$ cat src/rtl/uart_rx_fifo.sv
// uart_rx_fifo: oversampled UART receiver feeding a small first-word-fall-through FIFO.
//   Frame: start bit (0), WIDTH payload bits LSB first (bit WIDTH-1 is odd parity), stop bit (1).
// Ports:
//   clk, reset_n        clock, asynchronous active-low reset
//   rx_in               asynchronous serial line, idle high
//   rd_en               pop the FIFO head (ignored when empty)
//   rd_data             head word
//   rd_parity_err       parity flag stored with the head word
//   fifo_empty          FIFO holds no words
//   fifo_count          number of stored words
//   busy                receiver not in IDLE
//   framing_error       sticky, bad stop bit seen
//   overflow            sticky, word dropped because the FIFO was full
//   clr_errors          clears both sticky flags (a same-cycle set wins)
module uart_rx_fifo #(
   parameter int WIDTH      = 64,
   parameter int OVERSAMPLE = 4,
   parameter int FIFO_DEPTH = 4
) (
   input  logic                              clk,
   input  logic                              reset_n,
   input  logic                              rx_in,
   input  logic                              rd_en,
   input  logic                              clr_errors,
   output logic [WIDTH-1:0]                  rd_data,
   output logic                              rd_parity_err,
   output logic                              fifo_empty,
   output logic [$clog2(FIFO_DEPTH+1)-1:0]   fifo_count,
   output logic                              busy,
   output logic                              framing_error,
   output logic                              overflow
);

   localparam int CNT_W = $clog2(OVERSAMPLE + 1);
   localparam int IDX_W = $clog2(WIDTH);
   localparam int PTR_W = $clog2(FIFO_DEPTH);
   localparam int FCW   = $clog2(FIFO_DEPTH + 1);

   localparam logic [CNT_W-1:0] CNT_ONE  = CNT_W'(1);
   localparam logic [CNT_W-1:0] CNT_HALF = CNT_W'(OVERSAMPLE / 2);
   localparam logic [CNT_W-1:0] CNT_FULL = CNT_W'(OVERSAMPLE);
   localparam logic [IDX_W-1:0] IDX_ONE  = IDX_W'(1);
   localparam logic [IDX_W-1:0] IDX_LAST = IDX_W'(WIDTH - 1);
   localparam logic [PTR_W-1:0] PTR_ONE  = PTR_W'(1);
   localparam logic [FCW-1:0]   FC_ONE   = FCW'(1);
   localparam logic [FCW-1:0]   FC_FULL  = FCW'(FIFO_DEPTH);

   typedef enum logic [2:0] {IDLE, START, DATA, STOP, WAIT_IDLE} state_t;

   state_t             state_q, state_d;
   logic [CNT_W-1:0]   cnt_q, cnt_d;
   logic [IDX_W-1:0]   idx_q, idx_d;
   logic [WIDTH-1:0]   shift_q, shift_d;
   logic               rx_m_q, rx_s_q;
   logic               push, frm_set;

   logic [WIDTH:0]     mem_q [FIFO_DEPTH];
   logic [PTR_W-1:0]   wr_ptr_q, wr_ptr_d, rd_ptr_q, rd_ptr_d;
   logic [FCW-1:0]     count_q, count_d;
   logic               frm_q, frm_d, ovf_q, ovf_d;
   logic               full, pop, wr, ovf_set, par_err;

   // Two-flop synchronizer; idles high so reset never looks like a start bit.
   always_ff @(posedge clk or negedge reset_n) begin
      if (!reset_n) begin
         rx_m_q <= 1'b1;
         rx_s_q <= 1'b1;
      end else begin
         rx_m_q <= rx_in;
         rx_s_q <= rx_m_q;
      end
   end

   always_ff @(posedge clk or negedge reset_n) begin
      if (!reset_n) begin
         state_q <= IDLE;
         cnt_q   <= '0;
         idx_q   <= '0;
         shift_q <= '0;
      end else begin
         state_q <= state_d;
         cnt_q   <= cnt_d;
         idx_q   <= idx_d;
         shift_q <= shift_d;
      end
   end

   always_comb begin
      state_d = state_q;
      cnt_d   = cnt_q;
      idx_d   = idx_q;
      shift_d = shift_q;
      push    = 1'b0;
      frm_set = 1'b0;
      case (state_q)
         IDLE: begin
            if (!rx_s_q) begin
               state_d = START;
               cnt_d   = CNT_ONE;
            end
         end
         START: begin
            // Re-check mid start bit; a line already high again was a glitch.
            if (cnt_q == CNT_HALF) begin
               if (!rx_s_q) begin
                  state_d = DATA;
                  cnt_d   = CNT_ONE;
                  idx_d   = '0;
               end else begin
                  state_d = IDLE;
                  cnt_d   = '0;
               end
            end else begin
               cnt_d = cnt_q + CNT_ONE;
            end
         end
         DATA: begin
            if (cnt_q == CNT_FULL) begin
               shift_d[idx_q] = rx_s_q;
               cnt_d          = CNT_ONE;
               if (idx_q == IDX_LAST) state_d = STOP;
               else                   idx_d   = idx_q + IDX_ONE;
            end else begin
               cnt_d = cnt_q + CNT_ONE;
            end
         end
         STOP: begin
            if (cnt_q == CNT_FULL) begin
               cnt_d = '0;
               if (rx_s_q) begin
                  push    = 1'b1;
                  state_d = IDLE;
               end else begin
                  frm_set = 1'b1;
                  state_d = WAIT_IDLE;
               end
            end else begin
               cnt_d = cnt_q + CNT_ONE;
            end
         end
         WAIT_IDLE: begin
            // A break holds the line low; only a return to idle re-arms the receiver.
            if (rx_s_q) state_d = IDLE;
         end
         default: state_d = IDLE;
      endcase
   end

   // Odd parity over all received bits; the word is stored regardless.
   assign par_err = ~(^shift_q);

   assign full    = (count_q == FC_FULL);
   assign pop     = rd_en && (count_q != '0);
   assign wr      = push && (!full || pop);
   assign ovf_set = push && full && !pop;

   always_comb begin
      wr_ptr_d = wr  ? wr_ptr_q + PTR_ONE : wr_ptr_q;
      rd_ptr_d = pop ? rd_ptr_q + PTR_ONE : rd_ptr_q;
      count_d  = count_q;
      case ({wr, pop})
         2'b10:   count_d = count_q + FC_ONE;
         2'b01:   count_d = count_q - FC_ONE;
         default: count_d = count_q;
      endcase
      frm_d = (frm_q && !clr_errors) || frm_set;
      ovf_d = (ovf_q && !clr_errors) || ovf_set;
   end

   always_ff @(posedge clk or negedge reset_n) begin
      if (!reset_n) begin
         for (int i = 0; i < FIFO_DEPTH; i++) mem_q[i] <= '0;
         wr_ptr_q <= '0;
         rd_ptr_q <= '0;
         count_q  <= '0;
         frm_q    <= 1'b0;
         ovf_q    <= 1'b0;
      end else begin
         if (wr) mem_q[wr_ptr_q] <= {par_err, shift_q};
         wr_ptr_q <= wr_ptr_d;
         rd_ptr_q <= rd_ptr_d;
         count_q  <= count_d;
         frm_q    <= frm_d;
         ovf_q    <= ovf_d;
      end
   end

   assign rd_data       = mem_q[rd_ptr_q][WIDTH-1:0];
   assign rd_parity_err = mem_q[rd_ptr_q][WIDTH];
   assign fifo_empty    = (count_q == '0);
   assign fifo_count    = count_q;
   assign busy          = (state_q != IDLE);
   assign framing_error = frm_q;
   assign overflow      = ovf_q;

endmodule
$ cat config.mk
export PLATFORM = sky130hd
export DESIGN_NAME = uart_rx_fifo
export DESIGN_NICKNAME = d
export VERILOG_FILES = /design/src/rtl/uart_rx_fifo.sv
export SDC_FILE = /design/constraint.sdc
export NUM_CORES = 1
export LEC_CHECK = 0
export CORE_MARGIN = 10
export CORE_UTILIZATION = 60
export CTS_CLUSTER_DIAMETER = 100
export DETAILED_ROUTE_END_ITERATION = 8
export PLACE_DENSITY_LB_ADDON = 0.25
export SYNTH_ARGS = -nofsm -noshare
export SYNTH_HDL_FRONTEND = slang
export SYNTH_SLANG_ARGS = --single-unit
$ cat constraint.sdc
create_clock -name clk -period 5.1 [get_ports clk]
set_input_delay 1.02 -clock clk [delete_from_list [all_inputs] [get_ports clk]]
set_output_delay 1.02 -clock clk [all_outputs]
set_load 0.03 [all_outputs]
Yosys cells after proc, flatten, opt, wreduce, memory -nomap -nowiden
Cells that the tools add are included.
{ "op_classes": {"n_addsub": 6, "mul": 0, "n_div": 0, "order_cmp": 5, "eq_ne": 18, "shift": 0, "n_mux": 35, "n_bitwise": 3, "n_reduce_logical": 26} }
{ "ops": {"columns": ["op", "count"], "rows": [
  ["260-bit bitwise mux", 1],
  ["65-bit two-way mux", 3],
  ["65-bit binary-select mux with 2-bit select", 1],
  ["65-bit demux with 2-bit select", 1],
  ["64-bit bitwise mux", 1],
  ["64-bit parity", 1],
  ["3-bit two-way mux", 10],
  ["6-bit two-way mux", 4],
  ["2-bit != test, second input constant", 8],
  ["3-bit one-hot mux with 5 select lines", 1],
  ["3-bit one-hot mux with 4 select lines", 1],
  ["6-bit one-hot mux with 2 select lines", 1],
  ["3-bit by 2-bit equality test with 1-bit output, second input constant", 3],
  ["3-bit equality test, second input constant", 3],
  ["1-bit logical AND", 8],
  ["1-bit two-way mux", 8],
  ["6-bit by 7-bit < comparator with 1-bit output, second input constant", 1],
  ["3-bit by 1-bit adder with 3-bit output, second input constant", 2],
  ["6-bit by 1-bit adder with 6-bit output, second input constant", 1],
  ["1-bit demux with 6-bit select", 1],
  ["6-bit equality test, second input constant", 1],
  ["3-bit greater-or-equal comparator, second input constant", 2],
  ["6-bit by 1-bit greater-or-equal comparator with 1-bit output, second input constant", 1],
  ["3-bit logical NOT", 2],
  ["other kinds (18)", 27]
]} }
{ "totals": {"register_bits": 347, "latchBits": 0, "ram_bits": 0, "romBits": 0, "input_bits": 5, "output_inout_bits": 72, "n_memories": 0} }

Longest topological paths before layout
Gate-level depths: netlist (run 1).
{ "logic_depth": {"word_depth": 6, "mapped_depth": 14, "ltp_nobuf": 13} }

Worst setup path before layout (run 1)
OpenSTA, ideal clock, no wires.
{ "synth_path": {"kind": "input -> register", "from": "input port rd_en", "to": "register count_q[2] (netlist: fifo_count[2])", "setup_time_ns": 0.080, "arrival_time_ns": 2.784, "t_required_ns": 5.020, "slack_ns": 2.235, "path_stages": 10, "cell_sequence": "or4b_1 -> nor2b_1 -> buf_2 -> inv_1 -> ha_1 -> inv_1 -> fa_1 -> xor2_1 -> nor2_1 -> xor2_1"} }
{ "synth_via": {"elab_chain_len": 5, "word_cells_on_any_way": 7, "classes_between": "eq/ne (2); mux (1); reduce/logical (4)"} }
{ "synth_lines": {"columns": ["item", "line_no", "text"], "rows": [
  ["from (decl)", "23", "input logic rd_en,"],
  ["1-bit logical AND (*)", "153", "assign pop = rd_en && (count_q != '0);"],
  ["1-bit logical OR", "154", "assign wr = push && (!full || pop);"],
  ["1-bit logical AND", "154", null],
  ["2-bit by 1-bit equality test with 1-bit output / 2-bit equality test (equally long branches)", "161", "case ({wr, pop})"],
  ["3-bit one-hot mux with 2 select lines / 2-bit nonzero test (equally long branches)", null, null],
  ["to (signal assigned)", "182", "count_q <= count_d;"],
  ["to (decl)", "59", "logic [FCW-1:0] count_q, count_d;"]
]} }
Mark *: on every way between the ends. The rest lies on a longest branch, timed or not.
A chain may end at the register's enable or synchronous reset.

Worst setup path after layout (run 1)
{ "layout_path": {"from": "register rd_ptr_q[1]", "to": "output port rd_data[20]"} }
{ "layout_via": {"elab_chain_len": 4} }
{ "layout_lines": {"columns": ["item", "line_no", "text"], "rows": [
  ["from (decl)", "58", "logic [PTR_W-1:0] wr_ptr_q, wr_ptr_d, rd_ptr_q, rd_ptr_d;"],
  ["from (signal assigned)", "181", "rd_ptr_q <= rd_ptr_d;"],
  ["2-bit NOT with 3-bit output (not written as such)", "188", "assign rd_data = mem_q[rd_ptr_q][WIDTH-1:0];"],
  ["65-bit binary-select mux with 2-bit select", "188", null],
  ["65-bit two-way mux (2 in series)", null, null],
  ["to (decl)", "25", "output logic [WIDTH-1:0] rd_data,"]
]} }
No other way between the ends. The select of a mux whose other input is x is not followed.

==> results.md, run 1 <==
- Final-report hold violation count: 0
- Data required, critical path: 4.08 ns
- Starting density of the core: 0.611
- Post-CTS setup buffers: 0
- Sum of negative setup slack: 0 ns
- Hold depth: 0
- Post-DP HPWL: 20,300 µm
- Min-delay src: rx_m_q$_DFF_PN1_
- Flop-to-flop setup slack: 1.72 ns
- Slew headroom: 0.290
- Synthesized area: 15,900 µm²
- Syn_nets: 1,095
- Initial antenna violation count: 0
- Post-synth EDFFs: 0
- CTS tree: done
- Outcome: complete, no violations
- Final setup violation count: 0
- IO buf count: 76
- Number of gates resized after cts: 0
- Type of the worst setup path: reg2out
- Async set-reset flop share out of synthesis: 1.00
- Max H-tree Level: 2
- Die ar.: 33,400 µm²
- FMAX: 256 MHz
- Total power: 6.81 mW
- Vias post-DR: 9,079
- CP endpoint: rd_data[20]
- Clock slew at reported path FFs: 0.06 ns
- Top cell type's share of synthesized area: 0.543
- Die height: 183 µm
- Synth-to-Final Area Change: 12.7%
- Iteration-0 DRC Markers: 470
- Final period util: 0.765
- # diodes: 0
- Peak supply drop: 0.000375 V
- Count of cell types in the netlist: 50
- Final Max Slew Viols: 0
- TritonRoute pass-1 iters: 4
- Hold/Removal Path Class: reg2reg
- Core area: 26,100 µm²
- Slew at the pin closest to its max-slew limit: 1.06 ns
- Syn Inst Count: 1,080
- Residual DRC: 0
- Share of layout cells above drive strength 1: 0.360
- Worst Clk Skew: 0.0121 ns
- GRT Residual Overflow: 0
- Launching point of the worst reg2reg path: cnt_q[0]$_DFFE_PN0P_
- Worst skew pair latency: 0.51 ns
- Yosys reg bits: 347
- Worst EP arrival: 2.88 ns
- Layout net count: 1,154
- CTS Sinks: 347
- Die width: 183 µm
- Hold buffer count at cts: 0
- Syn_area_per_cell: 14.7 µm²
- Top_reg_cell synth: dfrtp_1
- Crit path max fanout: 34
- Avg WL per Cell: 21.7 µm
- Cts bufs inserted: 36
- FF-to-FF End: mem_q[23]$_DFFE_PN0P_
- Synth area leaders: dfrtp_1 (54%), mux2_2 (19%), mux4_2 (9.2%)
- Number of global-route vias before repair: 9,842
- Synth area leader: dfrtp_1
- PD cells: 380 nW/µm²
- Synth warn: 0
- Leakage: 8.50 nW
- CP startpoint: rd_ptr_q[1]$_DFFE_PN0P_
- GRT Overall Usage: 0.198
- R2R cell count: 9
- Sequential fraction of the synthesis area: 0.546
- Io pins: 77
- Via/cell ratio: 6.06
- CP Capture Type: output port
- CTS root buf: clkbuf_16
- Minimum clock period: 3.90 ns
- First-pass GRT wire length: 53,900 µm
- Pin count of the biggest net entering global routing: 105
- Antenna-violating nets left: 0
- Placer Congestion: 0.760
- Cell Rows: 59
- DRT Wirelength: 32,500 µm
- Number of max-cap violations: 0
- CTS Buffer Depth: 3
- CP Launch Type: flop
- RSZ-0062 raised after global routing: no
[sequential cells by signal (all words and copies together) (netlist names)]
name           cells
rx_s_q             1
state_q            3
cnt_q              3
shift_q           64
wr_ptr_q           2
idx_q              6
mem_q            260
rx_m_q             1
overflow           1
framing_error      1
rd_ptr_q           2
fifo_count         3
[per-stage QoR]
stage                      util  setup WS [ns]  std cells  instance area [µm²]  hold slack, ns
after global routing      0.688           1.13       1497                17900           0.357
after detailed placement  0.646           1.41       1436                16800           0.347
after global placement    0.646           1.45       1436                16800           0.347
after floorplan               -           2.24       1080                15900           0.345
final                     0.688           1.20       1497                17900           0.358
after CTS                 0.688           1.17       1497                17900           0.356
[metal layers]
| layer | GRT usage | vias to the layer above | routed length (µm) |
|---|---|---|---|
| li1 | - | 4042 | - |
| met1 | 0.271 | 4825 | 14300 |
| met2 | 0.325 | 182 | 16000 |
| met3 | 0.0394 | 30 | 1780 |
| met4 | 0.0387 | 0 | 379 |
| met5 | 0 | - | 0 |
[critical path, stage by stage, from the launching register on]
cell	delay, ns
dfrtp_2	1.05
buf_12	0.32
mux4_2	0.37
clkdlybuf4s50_1	0.62
[layout make-up]
type                            instances  area, µm²
Sequential cell                       347       8690
Clock buffer                           56       1070
Inverter                               12       45.0
Fill cell                            1765       8120
Tap cell                              335        419
Multi-Input combinational cell        652       6730
Timing Repair Buffer                   90        958
Clock inverter                          5       25.0
[power by group]
group | internal [mW] | switching [mW] | leakage, nW
logic | 0.568 | 0.680 | 3.15
clock network | 1.43 | 1.00 | 0.540
registers | 2.86 | 0.269 | 4.81
[how the worst min path moves through the flow]
stage | to | slack (ns)
5_1_grt | rx_s_q$_DFF_PN1_ | 0.36
3_3_place_gp | rx_s_q$_DFF_PN1_ | 0.35
4_1_cts | rx_s_q$_DFF_PN1_ | 0.36
2_1_floorplan | rx_s_q$_DFF_PN1_ | 0.35
6_report | rx_s_q$_DFF_PN1_ | 0.36
3_5_place_dp | rx_s_q$_DFF_PN1_ | 0.35
[cells by family (layout without fill, tap and decap cells)]
kind of cell | after synthesis | after routing | share of synthesized area
muxes | 359 | 359 | 0.300
DFF | 347 | 347 | 0.546
and+or+nand+nor | 116 | 116 | 0.0380
AOI/OAI and AO/OA | 98 | 98 | 0.0378
buffers and inverters | 81 | 163 | 0.0317
xor gates and xnor gates | 69 | 69 | 0.0380
adders and majority gates | 10 | 10 | 0.00834
[placed cells by master (no fill, tap or decap), types with 3 or more instances in the layout]
cell,instances
nand3_1,4
xnor2_1,58
and2_1,3
mux2_2,271
inv_1,11
clkinv_2,5
nor2b_1,6
nor3b_1,5
mux4_2,65
clkbuf_1,12
nand2_2,5
nor2_1,13
nor3_1,3
xor2_1,11
o31ai_1,32
buf_12,7
buf_4,7
o21ai_0,50
and3_1,4
or3_1,4
nand3b_1,4
a21oi_1,5
ha_1,9
a31oi_1,3
mux2_1,21
nand2_1,51
clkbuf_16,37
clkdlybuf4s50_1,75
dfrtp_1,343
clkbuf_8,7
[Yosys cell counts, types with 2 or more instances]
cell type	instances
clkbuf_1	31
xnor2_1	58
mux2_1	21
inv_1	11
nor3b_1	5
nand2_1	55
nor2_1	13
or3_1	4
dfstp_2	2
and3_1	4
nor2_2	2
xor2_1	11
buf_2	10
dfrtp_1	345
o21ai_0	50
a21oi_1	5
nor3b_4	2
nor2b_1	6
nand3_1	4
a31oi_1	3
o31ai_1	32
mux2_2	271
buf_4	4
nand3b_1	4
a211oi_1	2
and2_1	3
buf_6	23
nor3_1	3
mux4_2	65
ha_1	9
nand4_1	2
nand2b_1	2
No activity file was read; power rests on OpenSTA's default activity.
==> run 2: changes to the inputs <==
==> constraint.sdc (replaced) <==
create_clock -name clk -period 3.9 [get_ports clk]
set_input_delay 0.78 -clock clk [delete_from_list [all_inputs] [get_ports clk]]
set_output_delay 0.78 -clock clk [all_outputs]
set_load 0.03 [all_outputs]
==> results.md, run 2 (synthesis gave the netlist of run 1 again) <==
- Die width: 183 µm (unchanged)
- Starting density of the core: 0.611 (unchanged)
- Peak supply drop: 0.000537 V (+43%)
- GRT Residual Overflow: 0 (unchanged)
- Initial antenna violation count: 0 (unchanged)
- Hold buffer count at cts: 0 (unchanged)
- Post-CTS setup buffers: 0 (unchanged)
- Cts bufs inserted: 37 (+2.8%)
- FMAX: 304 MHz
- Final Max Slew Viols: 0 (unchanged)
- Antenna-violating nets left: 0 (unchanged)
- CP Launch Type: flop
- DRT Wirelength: 32,000 µm (-1.6%)
- Final-report hold violation count: 0 (unchanged)
- TritonRoute pass-1 iters: 5 (+1)
- Crit path cell chain: buf_12, mux4_2, clkdlybuf4s50_1
- Clock slew at reported path FFs: 0.06 ns (about the same)
- Hold/Removal Path Class: in2async
- Via/cell ratio: 5.97 (-1.5%)
- Avg WL per Cell: 21.3 µm (-1.8%)
- Max H-tree Level: 2 (unchanged)
- Data required, critical path: 3.12 ns (-0.96 ns)
- Number of max-cap violations: 0 (unchanged)
- Util after Layout: 0.690 (+0.00206)
- Number of global-route vias before repair: 9,822 (-0.20%)
- Leakage: 8.53 nW (+0.41%)
- Outcome: complete, no violations
- CTS root buf: clkbuf_16
- Max FFs per register: 260 (unchanged)
- Share of layout cells above drive strength 1: 0.365 (+0.00508)
- Pre-CTS setup slack: 0.740 ns (-0.674 ns)
- Pin count of the biggest net entering global routing: 86 (-18%)
- Flop-to-flop setup slack: 1.05 ns (-0.67 ns)
- Sum of negative setup slack: 0 ns (unchanged)
- CTS Sinks: 347 (unchanged)
- Final period util: 0.844
- CP Buf/Inv Count: 2 (unchanged)
- GRT Overall Usage: 0.195 (-0.00288)
- Worst path slowest cell: clkdlybuf4s50_1
- Number of gates resized after cts: 0 (unchanged)
- Setup ws final: 0.609 ns (-0.589 ns)
- Type of the worst setup path: reg2out
- Commonest non-fill, non-tap cell in the layout: dfrtp_1
- R2R cell count: 11 (+2)
- Largest regs: mem_q x260, shift_q x64, idx_q x6
- Synth-to-Final Area Change: 13.1%
- Die height: 183 µm (unchanged)
- CP Capture Type: output port
- RSZ-0062 raised after global routing: no
- Io pins: 77 (unchanged)
- Slew at the pin closest to its max-slew limit: 0.715 ns (-0.350 ns)
- Core area: 26,100 µm² (unchanged)
- Max stage delay on crit path: 0.61 ns (-0.44 ns)
- # diodes: 0 (unchanged)
- Crit path max fanout: 39 (+15%)
- Slew headroom: 0.522 (+0.232)
- Min Hold Slack: 0.271 ns (-0.0874 ns)
- Worst skew pair latency: 0.51 ns (about the same)
- Worst Clk Skew: 0.0119 ns (-0.000231 ns)
- PD cells: 502 nW/µm² (+32%)
- Die ar.: 33,400 µm² (unchanged)
- Vias post-DR: 8,962 (-1.3%)
- CTS Buffer Depth: 3 (unchanged)
- Launching point of the worst reg2reg path: cnt_q[0]$_DFFE_PN0P_
- Cell Rows: 59 (unchanged)
- Final setup violation count: 0 (unchanged)
- Layout net count: 1,159 (+0.43%)
- Residual DRC: 0 (unchanged)
- CP top delay family: buffers and inverters
- First-pass GRT wire length: 53,200 µm (-1.2%)
- IO buf count: 76 (unchanged)
- Worst EP arrival: 2.51 ns (-0.37 ns)
- Minimum clock period: 3.29 ns
- Reg with most FFs: mem_q
- FF-to-FF End: fifo_count[1]$_DFFE_PN0P_
- Placer Congestion: 0.806 (+6.0%)
- Iteration-0 DRC Markers: 587 (+25%)
- Post-DP HPWL: 20,100 µm (-0.71%)
- Most frequent cells in the layout: dfrtp_1 (343), mux2_2 (271), clkdlybuf4s50_1 (75)
- CTS tree: done
-- run 2: cell count changes in the layout (fill, tap and decap cells not counted), sizes merged --
cell and delta:
bufinv +2, clkbuf -6, clkinv +3, buf +4
-- run 2: how the worst max path moves through the flow --
stage / cells past startpoint / end / from
finish: 3 / rd_data[27] / rd_ptr_q[0]$_DFFE_PN0P_
global route: 3 / rd_data[27] / rd_ptr_q[0]$_DFFE_PN0P_
CTS: 3 / rd_data[1] / rd_ptr_q[0]$_DFFE_PN0P_
detailed placement: 10 / fifo_count[2]$_DFFE_PN0P_ / rd_en
global placement: 10 / fifo_count[2]$_DFFE_PN0P_ / rd_en
floorplan: 10 / fifo_count[2]$_DFFE_PN0P_ / rd_en
-- run 2: per-stage QoR --
step | std cells | area (µm²) | power, mW
CTS | 1500 | 18000 | 9.12
floorplan | 1080 | 15900 | 5.28
detailed placement | 1440 | 16900 | 5.80
finish | 1500 | 18000 | 9.03
global placement | 1440 | 16900 | 5.77
global route | 1500 | 18000 | 9.44
-- run 2: report_power, final --
part | total (mW) | switching [mW] | internal, mW
Sequential | 3.97 | 0.231 | 3.74
Clock | 3.32 | 1.36 | 1.96
Combinational | 1.74 | 0.986 | 0.756
-- run 2: final cells by class --
cell class | instances | area [µm²]
Clock buffer | 50 | 1020
Timing Repair Buffer | 94 | 976
Sequential cell | 347 | 8690
Multi-Input combinational cell | 652 | 6730
Fill cell | 1803 | 8070
Clock inverter | 10 | 104
Tap cell | 335 | 419
Inverter | 12 | 45.0
-- run 2: layer usage --
| metal | wire, µm | up-vias | share of wire | track usage |
|---|---|---|---|---|
| met4 | 598 | 0 | 0.019 | 0.0552 |
| met1 | 14400 | 4713 | 0.45 | 0.266 |
| met3 | 1280 | 47 | 0.040 | 0.0337 |
| met2 | 15600 | 150 | 0.49 | 0.318 |
| met5 | 0 | - | 0 | 0 |
| li1 | - | 4052 | - | - |
==> run 3: changes to the inputs <==
==> constraint.sdc (replaced) <==
create_clock -name clk -period 3.3 [get_ports clk]
set_input_delay 0.66 -clock clk [delete_from_list [all_inputs] [get_ports clk]]
set_output_delay 0.66 -clock clk [all_outputs]
set_load 0.03 [all_outputs]
==> results.md, run 3 (synthesis gave the netlist of run 1 again) <==
- CP Capture Type: output port
- Most frequent cells in the layout: dfrtp_1 (343), mux2_2 (271), clkdlybuf4s50_1 (75)
- DRT Wirelength: 32,600 µm (+2.2%)
- Number of fill cells: 1,781 (-1.2%)
- Reg with most FFs: mem_q
- Number of global-route vias before repair: 9,836 (+0.14%)
- RSZ-0062 raised after global routing: no
- Iteration-0 DRC Markers: 570 (-2.9%)
- TritonRoute pass-1 iters: 5 (unchanged)
- Minimum clock period: 3.09 ns
- Layout net count: 1,162 (+0.26%)
- Outcome: complete, no violations
- First-pass GRT wire length: 54,100 µm (+1.8%)
- Max FFs per register: 260 (unchanged)
- Highest layer used for signal routing: met4
- Data required, critical path: 2.64 ns (-0.48 ns)
- Share of layout cells above drive strength 1: 0.363 (-0.00210)
- Die width: 183 µm (unchanged)
- GRT Residual Overflow: 0 (unchanged)
- Clock slew at reported path FFs: 0.05 ns (about the same)
- Total power: 10.6 mW (+18%)
- Vias post-DR: 9,061 (+1.1%)
- Post-DP HPWL: 21,000 µm (+4.3%)
- Io pins: 77 (unchanged)
- Core area: 26,100 µm² (unchanged)
- Util after Layout: 0.694 (+0.00346)
- GRT Overall Usage: 0.200 (+0.00498)
- Commonest non-fill, non-tap cell in the layout: dfrtp_1
- Met3 routed WL: 1510 µm (+18%)
- CTS root buf: clkbuf_16
- IO buf count: 76 (unchanged)
- Largest regs: mem_q x260, shift_q x64, idx_q x6
- Die ar.: 33,400 µm² (unchanged)
- Cts bufs inserted: 37 (unchanged)
- CTS tree: done
- Final period util: 0.937
- Max H-tree Level: 2 (unchanged)
- Starting density of the core: 0.611 (unchanged)
- Final setup violation count: 0 (unchanged)
- Residual DRC: 0 (unchanged)
- Initial antenna violation count: 0 (unchanged)
- Antenna-violating nets left: 0 (unchanged)
- Cell Rows: 59 (unchanged)
- Worst EP arrival: 2.43 ns (-0.08 ns)
- Slew at the pin closest to its max-slew limit: 0.711 ns (-0.00397 ns)
- FMAX: 324 MHz
- Via/cell ratio: 6.02 (+0.84%)
- Number of gates resized after cts: 0 (unchanged)
- Synth-to-Final Area Change: 13.6%
- # diodes: 0 (unchanged)
- Sum of negative setup slack: 0 ns (unchanged)
- Hold/Removal Path Class: in2async
- Avg WL per Cell: 21.7 µm (+1.9%)
- CP Launch Type: flop
- Slew headroom: 0.525 (+0.00276)
- Crit path max fanout: 11 (-72%)
- CTS Buffer Depth: 3 (unchanged)
- Placer Congestion: 0.800 (-0.76%)
- Final Max Slew Viols: 0 (unchanged)
- Die height: 183 µm (unchanged)
- Number of max-cap violations: 0 (unchanged)
- CTS Sinks: 347 (unchanged)
- Leakage: 8.57 nW (+0.43%)
- Pin count of the biggest net entering global routing: 90 (+4.7%)
- Wire length on met1: 14,200 µm (-1.3%)
- Worst Clk Skew: 0.0181 ns (+0.00623 ns)
- Peak supply drop: 0.000602 V (+12%)
- Worst skew pair latency: 0.51 ns (about the same)
- PD cells: 589 nW/µm² (+17%)
- Type of the worst setup path: reg2out
- Met2 WL: 16,400 µm (+4.6%)
- Final-report hold violation count: 0 (unchanged)
## run 3: changes by cell type in the layout (fill, tap and decap cells not counted), sizes merged
cell,change
clkinv,-6
clkbuf,+9
bufinv,-2
buf,+3
## run 3: final timing paths
| check | to | startpoint | slack (ns) | depth (start not counted) |
|---|---|---|---|---|
| min in group clk | rx_s_q$_DFF_PN1_ | rx_m_q$_DFF_PN1_ | 0.36 | 0 |
| worst max-delay path | rd_data[53] | rd_ptr_q[0]$_DFFE_PN0P_ | 0.21 | 3 |
| worst min-delay path | mem_q[197]$_DFFE_PN0P_ | reset_n | 0.08 | 1 |
| worst min register to register | rx_s_q$_DFF_PN1_ | rx_m_q$_DFF_PN1_ | 0.36 | 0 |
| max in group asynchronous | mem_q[30]$_DFFE_PN0P_ | reset_n | 2.25 | 2 |
| worst max register to register | mem_q[225]$_DFFE_PN0P_ | cnt_q[0]$_DFFE_PN0P_ | 0.42 | 9 |
## run 3: power breakdown
group	leakage (nW)	switching, mW	internal [mW]
Combinational	3.22	1.19	0.925
Clock	0.544	1.57	2.26
Sequential	4.81	0.286	4.42
## run 3: repair_timing
| item | 4_1_cts | 5_1_grt |
|---|---|---|
| buffers inserted | 1 | 0 |
| hold endpoints to repair | 0 | 0 |
| setup endpoints to repair | 4 | 0 |
| hold buffers | 0 | 0 |
## run 3: layout make-up
class	count	area, µm²	area share
clock buffers	59	1100	0.0608
clock inverters	2	10.0	0.000554
inverters	12	45.0	0.00249
multi-input cells	652	6730	0.372
flip-flops and latches	347	8690	0.481
well taps	335	419	0.0232
repair buffers	97	1090	0.0601
## run 3: worst max-delay path: stages, from the launching register on
cell,delay [ns]
dfrtp_4,0.48
buf_4,0.27
mux4_2,0.56
clkdlybuf4s50_1,0.61
## run 3: per-layer routing
layer  global-route usage  vias up
li1                     -     4077
met1                0.269     4768
met2                0.331      174
met3               0.0384       42
met4               0.0491        0
met5                    0        -
## run 3: metrics by stage
step           hold slack, ns  setup WS [ns]  instances  area (µm²)
2_1_floorplan           0.345          0.795       1080       15900
3_3_place_gp            0.347          0.330       1442       17000
3_5_place_dp            0.351          0.272       1442       17000
4_1_cts                 0.102          0.176       1504       18100
5_1_grt                 0.121          0.128       1504       18100
6_report               0.0784          0.209       1504       18100
